`src/rtl/input_loader_pkg.sv`:
```
// Shared constants, state encoding and pointer adder for the input loader.
// The memory geometry constants mirror the data-memory defaults.
package input_loader_pkg;

  localparam int DATA_WIDTH  = 16;
  localparam int SECTOR_BITS = 4;
  localparam int ADDR_BITS   = 4;
  localparam int COUNT_WIDTH = 9;
  localparam int PTR_WIDTH   = SECTOR_BITS + ADDR_BITS;

  typedef enum logic [1:0] {
    ST_IDLE = 2'd0,
    ST_LOAD = 2'd1,
    ST_RUN  = 2'd2,
    ST_DONE = 2'd3
  } state_t;

  // Carry-lookahead add; result is {carry_out, sum}.
  function automatic logic [PTR_WIDTH:0] cla_add(
    input logic [PTR_WIDTH-1:0] a,
    input logic [PTR_WIDTH-1:0] b,
    input logic                 cin
  );
    logic [PTR_WIDTH-1:0] g;
    logic [PTR_WIDTH-1:0] p;
    logic [PTR_WIDTH:0]   c;
    g    = a & b;
    p    = a ^ b;
    c    = {(PTR_WIDTH+1){1'b0}};
    c[0] = cin;
    for (int i = 0; i < PTR_WIDTH; i++) begin
      c[i+1] = g[i] | (p[i] & c[i]);
    end
    return {c[PTR_WIDTH], p ^ c[PTR_WIDTH-1:0]};
  endfunction

endpackage

```
`src/rtl/input_loader_addr_gen.sv`:
```
// {sector, addr} pointer register with parallel load and increment.
// o_carry flags that the next increment wraps past the last location.
module loader_addr_gen
  import input_loader_pkg::*;
(
  input  logic                 clock,
  input  logic                 reset,
  input  logic                 i_load,
  input  logic [PTR_WIDTH-1:0] i_load_value,
  input  logic                 i_inc,
  output logic [PTR_WIDTH-1:0] o_ptr,
  output logic                 o_carry
);

  logic [PTR_WIDTH-1:0] r_ptr;
  logic [PTR_WIDTH:0]   w_sum;

  assign w_sum   = cla_add(r_ptr, {PTR_WIDTH{1'b0}}, 1'b1);
  assign o_ptr   = r_ptr;
  assign o_carry = w_sum[PTR_WIDTH];

  // Pointer register: load on accepted start, step on accepted word.
  always_ff @(posedge clock) begin
    if (reset) begin
      r_ptr <= {PTR_WIDTH{1'b0}};
    end else if (i_load) begin
      r_ptr <= i_load_value;
    end else if (i_inc) begin
      r_ptr <= w_sum[PTR_WIDTH-1:0];
    end else begin
      r_ptr <= r_ptr;
    end
  end

endmodule

```
`src/rtl/input_loader.sv`:
```
// Streams words into consecutive data-memory locations, then runs the core
// until it reports completion.
module input_loader
  import input_loader_pkg::*;
(
  input  logic                   clock,
  input  logic                   reset,
  input  logic                   start,
  input  logic [SECTOR_BITS-1:0] load_base_sector,
  input  logic [ADDR_BITS-1:0]   load_base_addr,
  input  logic [COUNT_WIDTH-1:0] load_count,
  input  logic                   in_valid,
  input  logic [DATA_WIDTH-1:0]  in_data,
  output logic                   in_ready,
  output logic                   mem_write_enable,
  output logic [SECTOR_BITS-1:0] mem_write_sector,
  output logic [ADDR_BITS-1:0]   mem_write_addr,
  output logic [DATA_WIDTH-1:0]  mem_write_data,
  output logic                   core_run,
  input  logic                   core_done,
  output logic                   busy,
  output logic                   done,
  output logic                   overflow
);

  state_t                 r_state;
  logic [COUNT_WIDTH-1:0] r_remaining;
  logic                   r_we;
  logic [SECTOR_BITS-1:0] r_wr_sector;
  logic [ADDR_BITS-1:0]   r_wr_addr;
  logic [DATA_WIDTH-1:0]  r_wr_data;
  logic                   r_core_run;
  logic                   r_busy;
  logic                   r_done;
  logic                   r_overflow;

  logic                   w_in_ready;
  logic                   w_accept;
  logic                   w_start_ok;
  logic [PTR_WIDTH-1:0]   w_ptr;
  logic                   w_carry;

  assign w_in_ready = (r_state == ST_LOAD);
  assign w_accept   = in_valid & w_in_ready;
  assign w_start_ok = start & ((r_state == ST_IDLE) | (r_state == ST_DONE));

  loader_addr_gen u_addr_gen (
    .clock        (clock),
    .reset        (reset),
    .i_load       (w_start_ok),
    .i_load_value ({load_base_sector, load_base_addr}),
    .i_inc        (w_accept),
    .o_ptr        (w_ptr),
    .o_carry      (w_carry)
  );

  // Control FSM; write port is driven only for the cycle after an accepted word.
  always_ff @(posedge clock) begin
    if (reset) begin
      r_state     <= ST_IDLE;
      r_remaining <= {COUNT_WIDTH{1'b0}};
      r_we        <= 1'b0;
      r_wr_sector <= {SECTOR_BITS{1'b0}};
      r_wr_addr   <= {ADDR_BITS{1'b0}};
      r_wr_data   <= {DATA_WIDTH{1'b0}};
      r_core_run  <= 1'b0;
      r_busy      <= 1'b0;
      r_done      <= 1'b0;
      r_overflow  <= 1'b0;
    end else begin
      r_we        <= 1'b0;
      r_wr_sector <= {SECTOR_BITS{1'b0}};
      r_wr_addr   <= {ADDR_BITS{1'b0}};
      r_wr_data   <= {DATA_WIDTH{1'b0}};
      case (r_state)
        ST_IDLE, ST_DONE: begin
          if (start) begin
            r_remaining <= load_count;
            r_overflow  <= 1'b0;
            r_done      <= 1'b0;
            r_busy      <= 1'b1;
            if (load_count == {COUNT_WIDTH{1'b0}}) begin
              r_state    <= ST_RUN;
              r_core_run <= 1'b1;
            end else begin
              r_state    <= ST_LOAD;
            end
          end else begin
            r_state <= r_state;
          end
        end
        ST_LOAD: begin
          if (w_accept) begin
            r_we        <= 1'b1;
            r_wr_sector <= w_ptr[PTR_WIDTH-1 -: SECTOR_BITS];
            r_wr_addr   <= w_ptr[ADDR_BITS-1:0];
            r_wr_data   <= in_data;
            r_remaining <= r_remaining - COUNT_WIDTH'(1);
            if (w_carry) begin
              r_overflow <= 1'b1;
            end else begin
              r_overflow <= r_overflow;
            end
            // Last word: the run enable coincides with its memory write.
            if (r_remaining == COUNT_WIDTH'(1)) begin
              r_state    <= ST_RUN;
              r_core_run <= 1'b1;
            end else begin
              r_state    <= ST_LOAD;
            end
          end else begin
            r_state <= ST_LOAD;
          end
        end
        ST_RUN: begin
          if (core_done) begin
            r_state    <= ST_DONE;
            r_core_run <= 1'b0;
            r_busy     <= 1'b0;
            r_done     <= 1'b1;
          end else begin
            r_state <= ST_RUN;
          end
        end
        default: begin
          r_state    <= ST_IDLE;
          r_core_run <= 1'b0;
          r_busy     <= 1'b0;
          r_done     <= 1'b0;
        end
      endcase
    end
  end

  assign in_ready         = w_in_ready;
  assign mem_write_enable = r_we;
  assign mem_write_sector = r_wr_sector;
  assign mem_write_addr   = r_wr_addr;
  assign mem_write_data   = r_wr_data;
  assign core_run         = r_core_run;
  assign busy             = r_busy;
  assign done             = r_done;
  assign overflow         = r_overflow;

endmodule

```
`config.mk`:
```
export PLATFORM = sky130hd
export DESIGN_NAME = input_loader
export DESIGN_NICKNAME = d
export VERILOG_FILES = /design/src/rtl/input_loader_pkg.sv /design/src/rtl/input_loader_addr_gen.sv /design/src/rtl/input_loader.sv
export SDC_FILE = /design/constraint.sdc
export NUM_CORES = 1
export LEC_CHECK = 0
export ABC_AREA = 0
export BUFFER_PORTS_ARGS = -buffer_cell sky130_fd_sc_hd__buf_2
export CORE_MARGIN = 1.5
export CORE_UTILIZATION = 50
export CTS_CLUSTER_DIAMETER = 50
export CTS_CLUSTER_SIZE = 16
export DETAILED_ROUTE_END_ITERATION = 8
export PLACE_DENSITY_LB_ADDON = 0.3
export RECOVER_POWER = 100
export SETUP_SLACK_MARGIN = 0.05
export SLEW_MARGIN = 20
export SYNTH_ARGS = -nofsm -noshare
export SYNTH_HDL_FRONTEND = slang
export SYNTH_SLANG_ARGS = --single-unit
```
`constraint.sdc`:
```
create_clock -name clock -period 4.7 [get_ports clock]
set_clock_uncertainty 0.2 [all_clocks]
set_input_delay 1.175 -clock clock [delete_from_list [all_inputs] [get_ports clock]]
set_output_delay 1.175 -clock clock [all_outputs]
set_load 0.03 [all_outputs]
```
---- After elaboration in Yosys (flattened, before gate mapping) ----
Cells that the tools add are included.
operators by class
  add/sub/neg operators ................... 1
  equality and inequality tests ........... 10
  mux-type cells .......................... 26
  bitwise gates (word level) .............. 13
  reductions and logical operators ........ 12
operators with widths
  operator                                                                 number
  9-bit two-way mux                                                        2
  9-bit case mux with 2 select lines                                       1
  8-bit two-way mux                                                        2
  1-bit two-way mux                                                        12
  1-bit AND                                                                9
  9-bit by 1-bit equality test with 1-bit output, second input constant    1
  9-bit zero test                                                          1
  9-bit by 1-bit subtractor with 9-bit output, second input constant       1
  2-bit two-way mux                                                        4
  8-bit bitwise XOR                                                        1
  2-bit by 1-bit inequality test with 1-bit output, second input constant  3
  2-bit inequality test, second input constant                             3
  1-bit case mux with 2 select lines                                       3
  2-bit case mux with 3 select lines                                       1
  3-bit AND reduction                                                      2
  2-bit nonzero test                                                       3
  5-bit AND reduction                                                      1
  2-bit equality test, second input constant                               2
  4-bit AND reduction                                                      1
  2-bit OR reduction                                                       2
  1-bit case mux with 3 select lines                                       1
  3-bit OR reduction                                                       1
  2-bit by 1-bit equality test with 1-bit output, second input constant    1
  2-bit zero test                                                          1
  other kinds (2)                                                          3
word-level totals
  register bits after elaboration ......... 48
  output and inout bits ................... 30
  word-level logic and storage cells ...... 73

---- Logic depth before layout (Yosys ltp) ----
Gate-level depths: netlist of run 1.
  depth in word-level cells ............... 10
  mapped depth ............................ 9
  gate-level depth less buffers ........... 9

---- Hierarchy ----
From an unflattened synthesis of run 1, not the netlist that was laid out.
second synthesis, totals
  cell total of the unflattened synthesis .. 218
  area total of the unflattened synthesis .. 2112.0 sq um
modules (own cells, without submodules)
  module           times used  cells an instance  area each (sq um)  sequential area each (sq um)
  input_loader     1           176                1656.6             800.8
  loader_addr_gen  1           42                 455.4              160.2

---- Worst setup path before layout of run 1 ----
No wires, ideal clock.
  path kind ............................... input port to flip-flop
  start ................................... input load_count[3]
  end ..................................... register r_core_run (netlist: core_run)
  library setup time ...................... 0.128 ns
  arrival time ............................ 2.095 ns
  required time ........................... 4.372 ns
  slack ................................... 2.277 ns
  cell stages on the path ................. 5
  path buffers ............................ 0
  cell sequence ........................... nor4_1 > nand3_1 > a221oi_2 > mux2i_1 > nor2_1
on the way
  word-level cells in the longest chain between the ends .. 3
ends and longest elaborated chain
  element                          RTL line             text
  start: declaration               input_loader.sv:11   input logic [COUNT_WIDTH-1:0] load_count,
  9-bit zero test                  input_loader.sv:82   if (load_count == {COUNT_WIDTH{1'b0}}) begin
  2-bit inequality test (no line)  -
  5-bit AND reduction (no line)    -
  end signal: assignment           input_loader.sv:84   r_core_run <= 1'b1;
  end signal: assignment           input_loader.sv:107  r_core_run <= 1'b1;
  end signal: assignment           input_loader.sv:118  r_core_run <= 1'b0;
  end: declaration                 input_loader.sv:32   logic r_core_run;
Every way passes these cells.
A chain may end at the register's enable or synchronous reset.

---- Final worst setup path of run 1 ----
  start ................................... register r_state[1]
  end ..................................... output in_ready
on the way
  word-level cells in the longest chain between the ends .. 1
ends and longest elaborated chain
  element                                         RTL line            text
  start: declaration                              input_loader.sv:26  state_t r_state;
  start signal: assignment                        input_loader.sv:89  r_state <= r_state;
  2-bit by 1-bit equality test with 1-bit output  input_loader.sv:43  assign w_in_ready = (r_state == ST_LOAD);
  end: declaration                                input_loader.sv:14  output logic in_ready,
Every way passes these cells.

==> results of run 1 <==
-- per-stage QoR --
stage	std cells	power (mW)	utilization, %	hold WS (ns)
after global routing	334	1.50	61.8	0.317
after detailed placement	326	1.13	60.4	0.282
after global placement	326	1.12	60.4	0.276
final	334	1.40	61.8	0.307
after CTS	334	1.43	63.3	0.301
after floorplan	219	1.00	-	0.257
-- flip-flops by register name, indices dropped and copies added (netlist names) --
| signal | count |
|---|---|
| mem_write_sector | 4 |
| u_addr_gen.o_ptr | 8 |
| busy | 1 |
| mem_write_addr | 4 |
| overflow | 1 |
| mem_write_data | 16 |
| done | 1 |
| core_run | 1 |
| r_remaining | 9 |
| mem_write_enable | 1 |
| r_state | 2 |
-- cell type report --
type                       instances  area [sq um]
fill                             361          1520
multi-input combinational        153           991
sequential                        48           961
timing repair buffer              68           299
clock buffer                       5          68.8
tap                               50          62.6
clock inverter                     3          46.3
inverter                           7          26.3
-- power groups by stage --
stage / Sequential (mW) / Clock, mW / Combinational [mW]
4_1_cts: 0.561 / 0.309 / 0.559
6_report: 0.562 / 0.300 / 0.536
3_5_place_dp: 0.569 / 0 / 0.557
2_1_floorplan: 0.604 / 0 / 0.399
3_3_place_gp: 0.568 / 0 / 0.551
5_1_grt: 0.573 / 0.324 / 0.604
-- final timing paths --
path	from	to	slack [ns]	cells past startpoint
max reg2reg	r_state[1]	r_remaining[3]	1.51	7
min reg2reg	u_addr_gen.o_ptr[4]	mem_write_sector[0]	0.31	1
min	u_addr_gen.o_ptr[4]	mem_write_sector[0]	0.31	1
max	r_state[1]	in_ready	1.25	4
-- routing by layer --
metal,GRT usage (%),vias up
met4,7.65,0
met1,23.7,760
met3,5.07,5
met2,29.6,49
li1,-,901
met5,0,-
-- cell families after synthesis --
kind of cell	share of synthesized area, %
AO/OA/AOI/OAI	15.9
XOR/XNOR	0.428
adder cells (fa/ha/maj)	6.73
buffers and inverters	3.73
flip-flops	47.0
multiplexers	1.47
AND/OR/NAND/NOR	24.7
-- Yosys cell counts (2+ instances only) --
cell type   n
a211oi_1    6
a21oi_1    12
a22oi_1     4
a311oi_1    9
and2_1     26
buf_2       7
clkbuf_1    4
dfxtp_1    48
ha_1       11
inv_1       7
mux2i_1     3
nand2_1    15
nand2b_1    3
nand3_1    10
nor2_1     19
nor2b_1     2
nor3_1      5
nor3b_1     2
o21ai_0     5
o22ai_1     2
-- cell usage in the layout (no fill, tap or decap), drive strengths merged, types with 3 or more instances in the layout --
cell type	instances
dfxtp	48
o21ai	6
nor4	3
clkbuf	38
nand2	16
and2	26
ha	11
nand2b	4
mux2i	3
buf	35
a311oi	9
inv	8
a211oi	6
nor2	20
a22oi	4
nand3	10
nor3	5
a21oi	12
==> impl_results.md, run 1 <==
* Final setup margin at approximately 1.2 ns
* Max VDD drop at roughly 300 uV
* Avg WL per Cell at ~12 microns
* Dpl cell area at approximately 2400 sq um
* Final period util at roughly 74%
* Vias in the first global route at approximately 1400
* Initial antenna violation count at 0
* Clock-pin slew on the worst setup and hold paths at 0.09 ns
* Final hold vios at 0
* # IOs at 68
* Slew Limit Fails at 0
* Tmin final at between 3 and 4 ns
* Met3 routed WL at between 200 and 300 microns
* Post-layout instance area at about 2500 sq um
* Combinational power share at between 30% and 40%
* Switching share of total power at between 30% and 40%
* Die height at 66.9 microns
* IO buf count at 67
* First-pass GRT wire length at roughly 6.3 mm
* Post-CTS Setup Inserts at 0
* Synthesis Warnings at 0
* Total CTS buffers at 5
* DIE AREA at approximately 4500 sq um
* Vias per inst at 5.13
* Worst Setup Path Type: reg -> out
* CP Cell Sequence: inv_1, ha_1, clkbuf_1, buf_2
* Max-Slew Margin vs Limit at 19.2%
* Syn Inst Count at about 220
* Clk buf depth at 2
* Clock power share at a little over a fifth
* Fraction of layout cells with a size suffix above 1 at 16.2%
* Hold-fix buffers, CTS at 0
* EDFF count, synth at 0
* FFs w/ async S/R, synth at 0%
* Post-Place Setup Slack at approximately 1.7 ns
* CP Capture Type: output port
* Crit path required time at 3.32 ns
* RSZ-0062 raised after global routing: no
* Register share of total power at 40.2%
* Worst path top cell family by delay: buffers and inverters
* Worst-skew pair later-pin latency at ~0.30 ns
* Post-CTS Resized at 0
* Diode count at 0
* Clk root buf: clkbuf_8
* Total gr overflow at 0
* Syn nets at 268
* Residual DRC count at 0
* Maxcap violations at 0
* Antenna Nets Post-Route at 0
* Initial Util at around half
* Largest net degree at the start of global routing at 26
* Crit path max-delay cell type: clkbuf_1
* Metal2 WL at ~1.7 mm
* Critical Path Max Stage Delay at 0.73 ns
* Core Footprint at between 3000 and 4000 sq um
* Top FF cell, synth: dfxtp_1
* Critical path startpoint category: flop
* Distinct cell type count of the synthesized netlist at 39
* Pint at around 0.85 mW
* Post-DP HPWL at ~2.9 mm
* Final-report setup violation count at 0
* Total number of vias at around 1700
* Avg Inst Size Synth at around 9.3 sq um
* Min-delay worst type: reg -> reg
* CP Buf/Inv Count at 3
* FF+latch count, synth at 48
* Power Dens Cells at ~570 nW/um^2
* Least-Margin Pin Slew at between 1 and 1.5 ns
* Pre-Repair DR Iteration Count at 4
* Top sig layer: met4
* GPL Wtd Cong at around 0.78
* Fmax at 0.289 GHz
* NetSw at 0.546 mW
* H-tree levels at 2
* Final net count at 332
* GRT Total Usage at a little under a fifth
* Part of the Yosys area used for sequential elements at a little under half
* Initial DRC count at around 90
* Clk sinks at 48
* Max FO, Critical Path at 22
* Num rows at 23
* Data arrival, critical path at 2.08 ns
* Chip Width at approximately 67 microns
* CTS tree: built
* Status: completed
* Setup TNS at 0 ns
* Post-Syn Area at between 2000 and 2500 sq um
* Total Wirelength at approximately 4.1 mm
* Post-synth top area share at 47.0%
* Syn-to-layout area delta at 20.1%
* Ranking of synthesized cells by area: dfxtp_1, and2_1, ha_1
* Leak at a little over 1 nW
* Synth area leader: dfxtp_1
* M1 WL at between 2 and 2.5 mm
(Power assumes the default switching activity.)
==> run 2: changes to the inputs <==
ABC_AREA = 1   (was 0)
clock period = 3.4 ns   (was 4.7 ns; I/O delays follow)
==> impl_results.md, run 2 <==
* Simple-gate share of the synthesized area at 24.2% (was 24.7%)
* Clk buf depth at 2 (unchanged)
* Worst Setup Path Type: reg -> out (unchanged)
* Final hold vios at 0 (unchanged)
* # IOs at 68 (unchanged)
* Pre-Repair DR Iteration Count at 4 (unchanged)
* GPL Wtd Cong at 0.880 (was 0.775)
* Max reg flops at 16 (unchanged)
* EDFF count, synth at 0 (unchanged)
* Crit path required time at 2.35 ns (was 3.32 ns)
* Register share of total power at 37.7% (was 40.2%)
* Crit path max-delay cell type: ha_1 (was clkbuf_1)
* Post-Place Setup Slack at 1.10 ns (was 1.69 ns)
* Final-report setup violation count at 0 (unchanged)
* CP Capture Type: output port (unchanged)
* CP Cell Sequence: inv_1, ha_1, clkbuf_1 (was inv_1, ha_1, clkbuf_1, buf_2)
* FF-to-FF Start: u_addr_gen.o_ptr[0] (was r_state[1])
* Worst-skew pair later-pin latency at 0.29 ns (was 0.30 ns)
* Critical path startpoint category: flop (unchanged)
* Synth cell count leaders: nand2_1, nor2_1, inv_1, dfxtp_1, a21oi_1 (was dfxtp_1, and2_1, nor2_1, nand2_1, a21oi_1)
* Syn-to-layout area delta at 18.2% (was 20.1%)
* Max FO, Critical Path at 15 (was 22)
* Compound-Gate Fraction of Synth Area at 11.8% (was 15.9%)
* Combinational power share at 45.0% (was 38.3%)
* Post-Synth XOR/XNOR Area at 0% (was 0.428%)
* Clock-pin slew on the worst setup and hold paths at 0.09 ns (about the same)
* DIE AREA at 4700 sq um (was 4480 sq um)
* Clk sinks at 48 (unchanged)
* Least-Margin Pin Slew at 0.710 ns (was 1.21 ns)
* Top FF cell, synth: dfxtp_1 (unchanged)
* RSZ-0062 raised after global routing: no (unchanged)
* Maxcap violations at 0 (unchanged)
* Final net count at 416 (was 332)
* Total gr overflow at 0 (unchanged)
* Hold Path End: mem_write_sector[1] (was mem_write_sector[0])
* Total number of vias at 1993 (was 1715)
* Power Dens Cells at 801 nW/um^2 (was 570 nW/um^2)
* Setup TNS at 0 ns (unchanged)
* Most common cell after layout, fill and taps aside: nand2_1 (was dfxtp_1)
* FFs w/ async S/R, synth at 0% (unchanged)
* Avg Inst Size Synth at 7.11 sq um (was 9.34 sq um)
* NetSw at 0.891 mW (was 0.546 mW)
* Syn Inst Count at 302 (was 219)
* Worst r2r dst: u_addr_gen.o_ptr[7] (was r_remaining[3])
* First-pass GRT wire length at 7.41 mm (was 6.31 mm)
* Synth Area in Adders at 6.41% (was 6.73%)
* Max-Slew Margin vs Limit at 52.6% (was 19.2%)
* Post-CTS Resized at 0 (unchanged)
* Data arrival, critical path at 1.52 ns (was 2.08 ns)
* Ranking of synthesized cells by area: dfxtp_1, nand2_1, nor2_1 (was dfxtp_1, and2_1, ha_1)
* Initial Util at 52.9% (was 51.5%)
* Avg WL per Cell at 10.6 microns (was 12.2 microns)
* Slew Limit Fails at 0 (unchanged)
* Synthesis Warnings at 0 (unchanged)
* Max VDD drop at 460 uV (was 298 uV)
* Final period util at around three quarters
* Leak at 1.27 nW (was 1.01 nW)
* Post-synth top area share at 44.8% (was 47.0%)
* Clock power share at 17.4% (was 21.5%)
* Min-delay worst type: reg -> reg (unchanged)
* CTS tree: built (unchanged)
* Core Footprint at 4060 sq um (was 3970 sq um)
* FF+latch count, synth at 48 (unchanged)
* R2R Setup Slk at 1.07 ns (was 1.51 ns)
* CP Depth at 3 (was 4)
* Initial antenna violation count at 0 (unchanged)
* Chip Width at 68.5 microns (was 66.9 microns)
* Hold-fix buffers, CTS at 0 (unchanged)
* Total CTS buffers at 5 (unchanged)
* Vias per inst at 4.77 (was 5.13)
* Post-Syn Area at 2150 sq um (was 2040 sq um)
* Hold Crit Start: u_addr_gen.o_ptr[5] (was u_addr_gen.o_ptr[4])
* Worst path top cell family by delay: adder cells (was buffers and inverters)
* Switching share of total power at 43.9% (was 39.0%)
* Most common cell in the synthesized netlist: nand2_1 (was dfxtp_1)
* Total Wirelength at 4.42 mm (was 4.09 mm)
* Most frequent cells in the layout: nand2_1, nor2_1, inv_1 (was dfxtp_1, buf_2, clkbuf_1)
* Post-DP HPWL at 3.23 mm (was 2.85 mm)
* Vias in the first global route at 1851 (was 1419)
* Initial DRC count at 70 (was 89)
* Fraction of layout cells with a size suffix above 1 at 13.3% (was 16.2%)
* Hold depth at 2 (was 1)
* Status: completed (unchanged)
* Antenna Nets Post-Route at 0 (unchanged)
* Diode count at 0 (unchanged)
* Main combinational cell family by area after synthesis: simple AND/OR/NAND/NOR gates (unchanged)
* Fill cells at 404 (was 361)
* GRT Total Usage at 20.7% (was 18.6%)
* Fmax at about 0.39 GHz
* Critical Path Max Stage Delay at 0.47 ns (was 0.73 ns)
* Num rows at 23 (unchanged)
* Tmin final at roughly 2.6 ns
* Residual DRC count at 0 (unchanged)
* R2r worst-path depth at 11 (was 7)
* Part of the Yosys area used for sequential elements at 44.8% (was 47.0%)
* Final setup margin at 0.832 ns (was 1.25 ns)
* Synth area leader: dfxtp_1 (unchanged)
* Clk root buf: clkbuf_8 (unchanged)
* Syn nets at 351 (was 268)
* Post-CTS Setup Inserts at 0 (unchanged)
* IO buf count at 67 (unchanged)
* Largest net degree at the start of global routing at 25 (was 26)
* Post-synthesis mux area share at 0% (was 1.47%)
* Die height at 68.5 microns (was 66.9 microns)
* Distinct cell type count of the synthesized netlist at 22 (was 39)
* Pint at 1.14 mW (was 0.853 mW)
* H-tree levels at 2 (unchanged)
* CP Buf/Inv Count at 2 (was 3)
==> run 2: cell families after synthesis <==
logic type,Yosys count
AOI/OAI and AO/OA,46
adders and majority gates,11
buffers and inverters,67
DFF,48
and+or+nand+nor,130
==> run 2: area by class of cell <==
class / instances / area [sq um] / area share, %
clock buffers: 6 / 82.6 / 3.25
clock inverters: 2 / 13.8 / 0.542
inverters: 58 / 218 / 8.58
multi-input cells: 187 / 902 / 35.6
flip-flops and latches: 48 / 961 / 37.9
well taps: 50 / 62.6 / 2.47
repair buffers: 67 / 298 / 11.7
==> run 2: stage by stage <==
step | total power [mW] | cell area, sq um | util, % | std cells | hold slack (ns)
2_1_floorplan | 1.54 | 2150 | - | 302 | 0.225
3_3_place_gp | 1.68 | 2490 | 61.3 | 410 | 0.241
3_5_place_dp | 1.70 | 2490 | 61.3 | 410 | 0.242
4_1_cts | 2.06 | 2580 | 63.7 | 418 | 0.256
5_1_grt | 2.23 | 2540 | 62.5 | 418 | 0.266
6_report | 2.03 | 2540 | 62.5 | 418 | 0.250
==> run 2: worst max-delay path by stage <==
stage / slack, ns / to / from
floorplan: 1.23 / u_addr_gen.o_ptr[7] / u_addr_gen.o_ptr[0]
global placement: 1.15 / u_addr_gen.o_ptr[7] / u_addr_gen.o_ptr[0]
detailed placement: 1.10 / u_addr_gen.o_ptr[7] / u_addr_gen.o_ptr[0]
CTS: 0.88 / in_ready / r_state[1]
global route: 0.67 / in_ready / r_state[0]
finish: 0.83 / in_ready / r_state[1]
==> run 2: power groups by stage <==
stage | sequential, mW | clock [mW] | combinational (mW)
6_report | 0.765 | 0.353 | 0.914
5_1_grt | 0.780 | 0.387 | 1.06
3_5_place_dp | 0.773 | 0 | 0.924
4_1_cts | 0.763 | 0.363 | 0.935
2_1_floorplan | 0.812 | 0 | 0.724
3_3_place_gp | 0.771 | 0 | 0.906
==> run 2: layer usage <==
metal | up-vias | wire length [microns] | global-route usage, %
met5 | - | 0 | 0
met4 | 0 | 35 | 6.50
met3 | 4 | 276 | 6.66
met2 | 64 | 2090 | 36.3
met1 | 874 | 2010 | 23.9
li1 | 1051 | - | -
==> run 2: worst min-delay path, stage by stage, from the launching register on <==
cell and delay [ns]:
dfxtp_1 0.33, inv_1 0.05, nor2_1 0.03
==> run 3: changes to the inputs <==
clock period = 2.55 ns   (was 3.4 ns; I/O delays follow)
==> impl_results.md, run 3 (synthesis gave the netlist of run 2 again) <==
* Status: completed (unchanged)
* Die height at 68.5 microns (unchanged)
* Worst r2r dst: u_addr_gen.o_ptr[7] (unchanged)
* Clk buf depth at 2 (unchanged)
* Maxcap violations at 0 (unchanged)
* Most frequent cells in the layout: nand2_1, nor2_1, inv_1 (unchanged)
* # IOs at 68 (unchanged)
* Util after Layout at 62.5% (about the same)
* FF-to-FF Start: u_addr_gen.o_ptr[1] (was u_addr_gen.o_ptr[0])
* H-tree levels at 2 (unchanged)
* Setup TNS at 0 ns (unchanged)
* Worst Setup Path Type: reg -> reg (was reg -> out)
* Fill cells at 387 (was 404)
* Fraction of layout cells with a size suffix above 1 at 13.6% (was 13.3%)
* Power Dens Cells at 1070 nW/um^2 (was 801 nW/um^2)
* Pre-Repair DR Iteration Count at 4 (unchanged)
* Crit path required time at 2.54 ns (was 2.35 ns)
* Worst hold slack at 0.258 ns (was 0.250 ns)
* R2R Setup Slk at 0.24 ns (was 1.07 ns)
* GPL Wtd Cong at 0.867 (was 0.880)
* Initial antenna violation count at 0 (unchanged)
* Max reg flops at 16 (unchanged)
* Vias per inst at 4.80 (was 4.77)
* Max FO, Critical Path at 3 (was 15)
* Tmin final at between 2 and 2.5 ns
* Slew Limit Fails at 0 (unchanged)
* Fmax at approximately 0.43 GHz
* Final hold vios at 0 (unchanged)
* RSZ-0062 raised after global routing: no (unchanged)
* Antenna Nets Post-Route at 0 (unchanged)
* IO buf count at 67 (unchanged)
* Total gr overflow at 0 (unchanged)
* R2r worst-path depth at 11 (unchanged)
* Leak at 1.26 nW (was 1.27 nW)
* Post-CTS Resized at 0 (unchanged)
* Chip Width at 68.5 microns (unchanged)
* Hold-fix buffers, CTS at 0 (unchanged)
* GRT Total Usage at 21.7% (was 20.7%)
* Clock-pin slew on the worst setup and hold paths at 0.09 ns (about the same)
* Post-CTS Setup Inserts at 0 (unchanged)
* Total CTS buffers at 5 (unchanged)
* Data arrival, critical path at 2.30 ns (was 1.52 ns)
* Avg WL per Cell at 11.0 microns (was 10.6 microns)
* Clk root buf: clkbuf_8 (unchanged)
* Post-DP HPWL at 3.34 mm (was 3.23 mm)
* Final period util at 90.7%
* Residual DRC count at 0 (unchanged)
* Least-Margin Pin Slew at 0.745 ns (was 0.710 ns)
* DIE AREA at 4700 sq um (unchanged)
* Total number of vias at 2010 (was 1993)
* Min-delay worst type: reg -> reg (unchanged)
* CTS tree: built (unchanged)
* Most common cell after layout, fill and taps aside: nand2_1 (unchanged)
* Register area at 961 sq um (unchanged)
* Diode count at 0 (unchanged)
* Critical Path Start: u_addr_gen.o_ptr[1] (was r_state[1])
* Setup crit end: u_addr_gen.o_ptr[7] (was in_ready)
* Total Wirelength at 4.60 mm (was 4.42 mm)
* Vias in the first global route at 1830 (was 1851)
* Final net count at 417 (was 416)
* Initial Util at 52.9% (unchanged)
* Num rows at 23 (unchanged)
* Initial DRC count at 113 (was 70)
* CP Capture Type: flop (was output port)
* Final-report setup violation count at 0 (unchanged)
* Largest net degree at the start of global routing at 25 (unchanged)
* Multi-input gate area at 891 sq um (was 902 sq um)
* Critical path startpoint category: flop (unchanged)
* Clk sinks at 48 (unchanged)
* Worst-skew pair later-pin latency at 0.31 ns (was 0.29 ns)
* Core Footprint at 4060 sq um (unchanged)
* First-pass GRT wire length at 7.60 mm (was 7.41 mm)
* Max VDD drop at 719 uV (was 460 uV)
* Max-Slew Margin vs Limit at 50.3% (was 52.6%)
* Syn-to-layout area delta at 18.1% (was 18.2%)
[run 3: changes by cell type in the layout (fill, tap and decap cells not counted)]
cell / previous run / this run
inv_6: 1 / 0
buf_4: 0 / 1
a21oi_4: 1 / 0
o21ai_1: 2 / 3
clkinvlp_4: 0 / 2
o21ai_0: 19 / 18
clkinv_2: 1 / 0
a21oi_1: 18 / 19
inv_1: 56 / 55
inv_2: 2 / 3
[run 3: layout make-up]
| type | count | area share (%) |
|---|---|---|
| clock buffers | 6 | 3.26 |
| flip-flops and latches | 48 | 37.9 |
| inverters | 58 | 8.59 |
| clock inverters | 2 | 0.592 |
| well taps | 50 | 2.47 |
| multi-input cells | 187 | 35.1 |
| repair buffers | 68 | 12.0 |
[run 3: worst max-delay path, cell delays in order, from the launching register on]
cell     delay, ns
dfxtp_1       0.34
ha_1          0.19
ha_1          0.18
ha_1          0.18
ha_1          0.18
ha_1          0.18
ha_1          0.18
ha_1          0.26
nor2_1        0.10
nor2_1        0.04
o21ai_0       0.09
a21oi_1       0.08
[run 3: through the flow]
step                std cells  total power [mW]  area (sq um)  setup WS (ns)
finish                    419              2.70          2530          0.238
global route              419              2.96          2530         0.0632
CTS                       419              2.77          2590          0.247
detailed placement        411              2.27          2500          0.264
global placement          411              2.25          2500          0.306
floorplan                 302              2.05          2150          0.376
[run 3: power by group]
group | leakage (nW) | total [mW] | switching, mW | internal (mW)
sequential | 0.391 | 1.02 | 0.107 | 0.911
clock | 0.0434 | 0.479 | 0.259 | 0.220
combinational | 0.828 | 1.21 | 0.817 | 0.389
total | 1.26 | 2.70 | 1.18 | 1.52
[run 3: worst min-delay path by stage]
stage                             start             endpoint  depth (start not counted)
global placement               overflow             overflow                          2
global route        u_addr_gen.o_ptr[7]  mem_write_sector[3]                          2
floorplan           u_addr_gen.o_ptr[1]    mem_write_addr[1]                          2
CTS                 u_addr_gen.o_ptr[6]  mem_write_sector[2]                          2
detailed placement  u_addr_gen.o_ptr[7]  mem_write_sector[3]                          2
finish              u_addr_gen.o_ptr[6]  mem_write_sector[2]                          2
[run 3: routing by layer]
| layer | wire [microns] | share of wire [%] | track usage (%) | up-vias |
|---|---|---|---|---|
| met5 | 0 | 0 | 0 | - |
| met4 | 75 | 1.6 | 9.25 | 0 |
| met3 | 295 | 6.4 | 6.49 | 8 |
| met2 | 2120 | 46 | 37.1 | 69 |
| met1 | 2110 | 46 | 25.1 | 880 |
| li1 | - | - | - | 1053 |
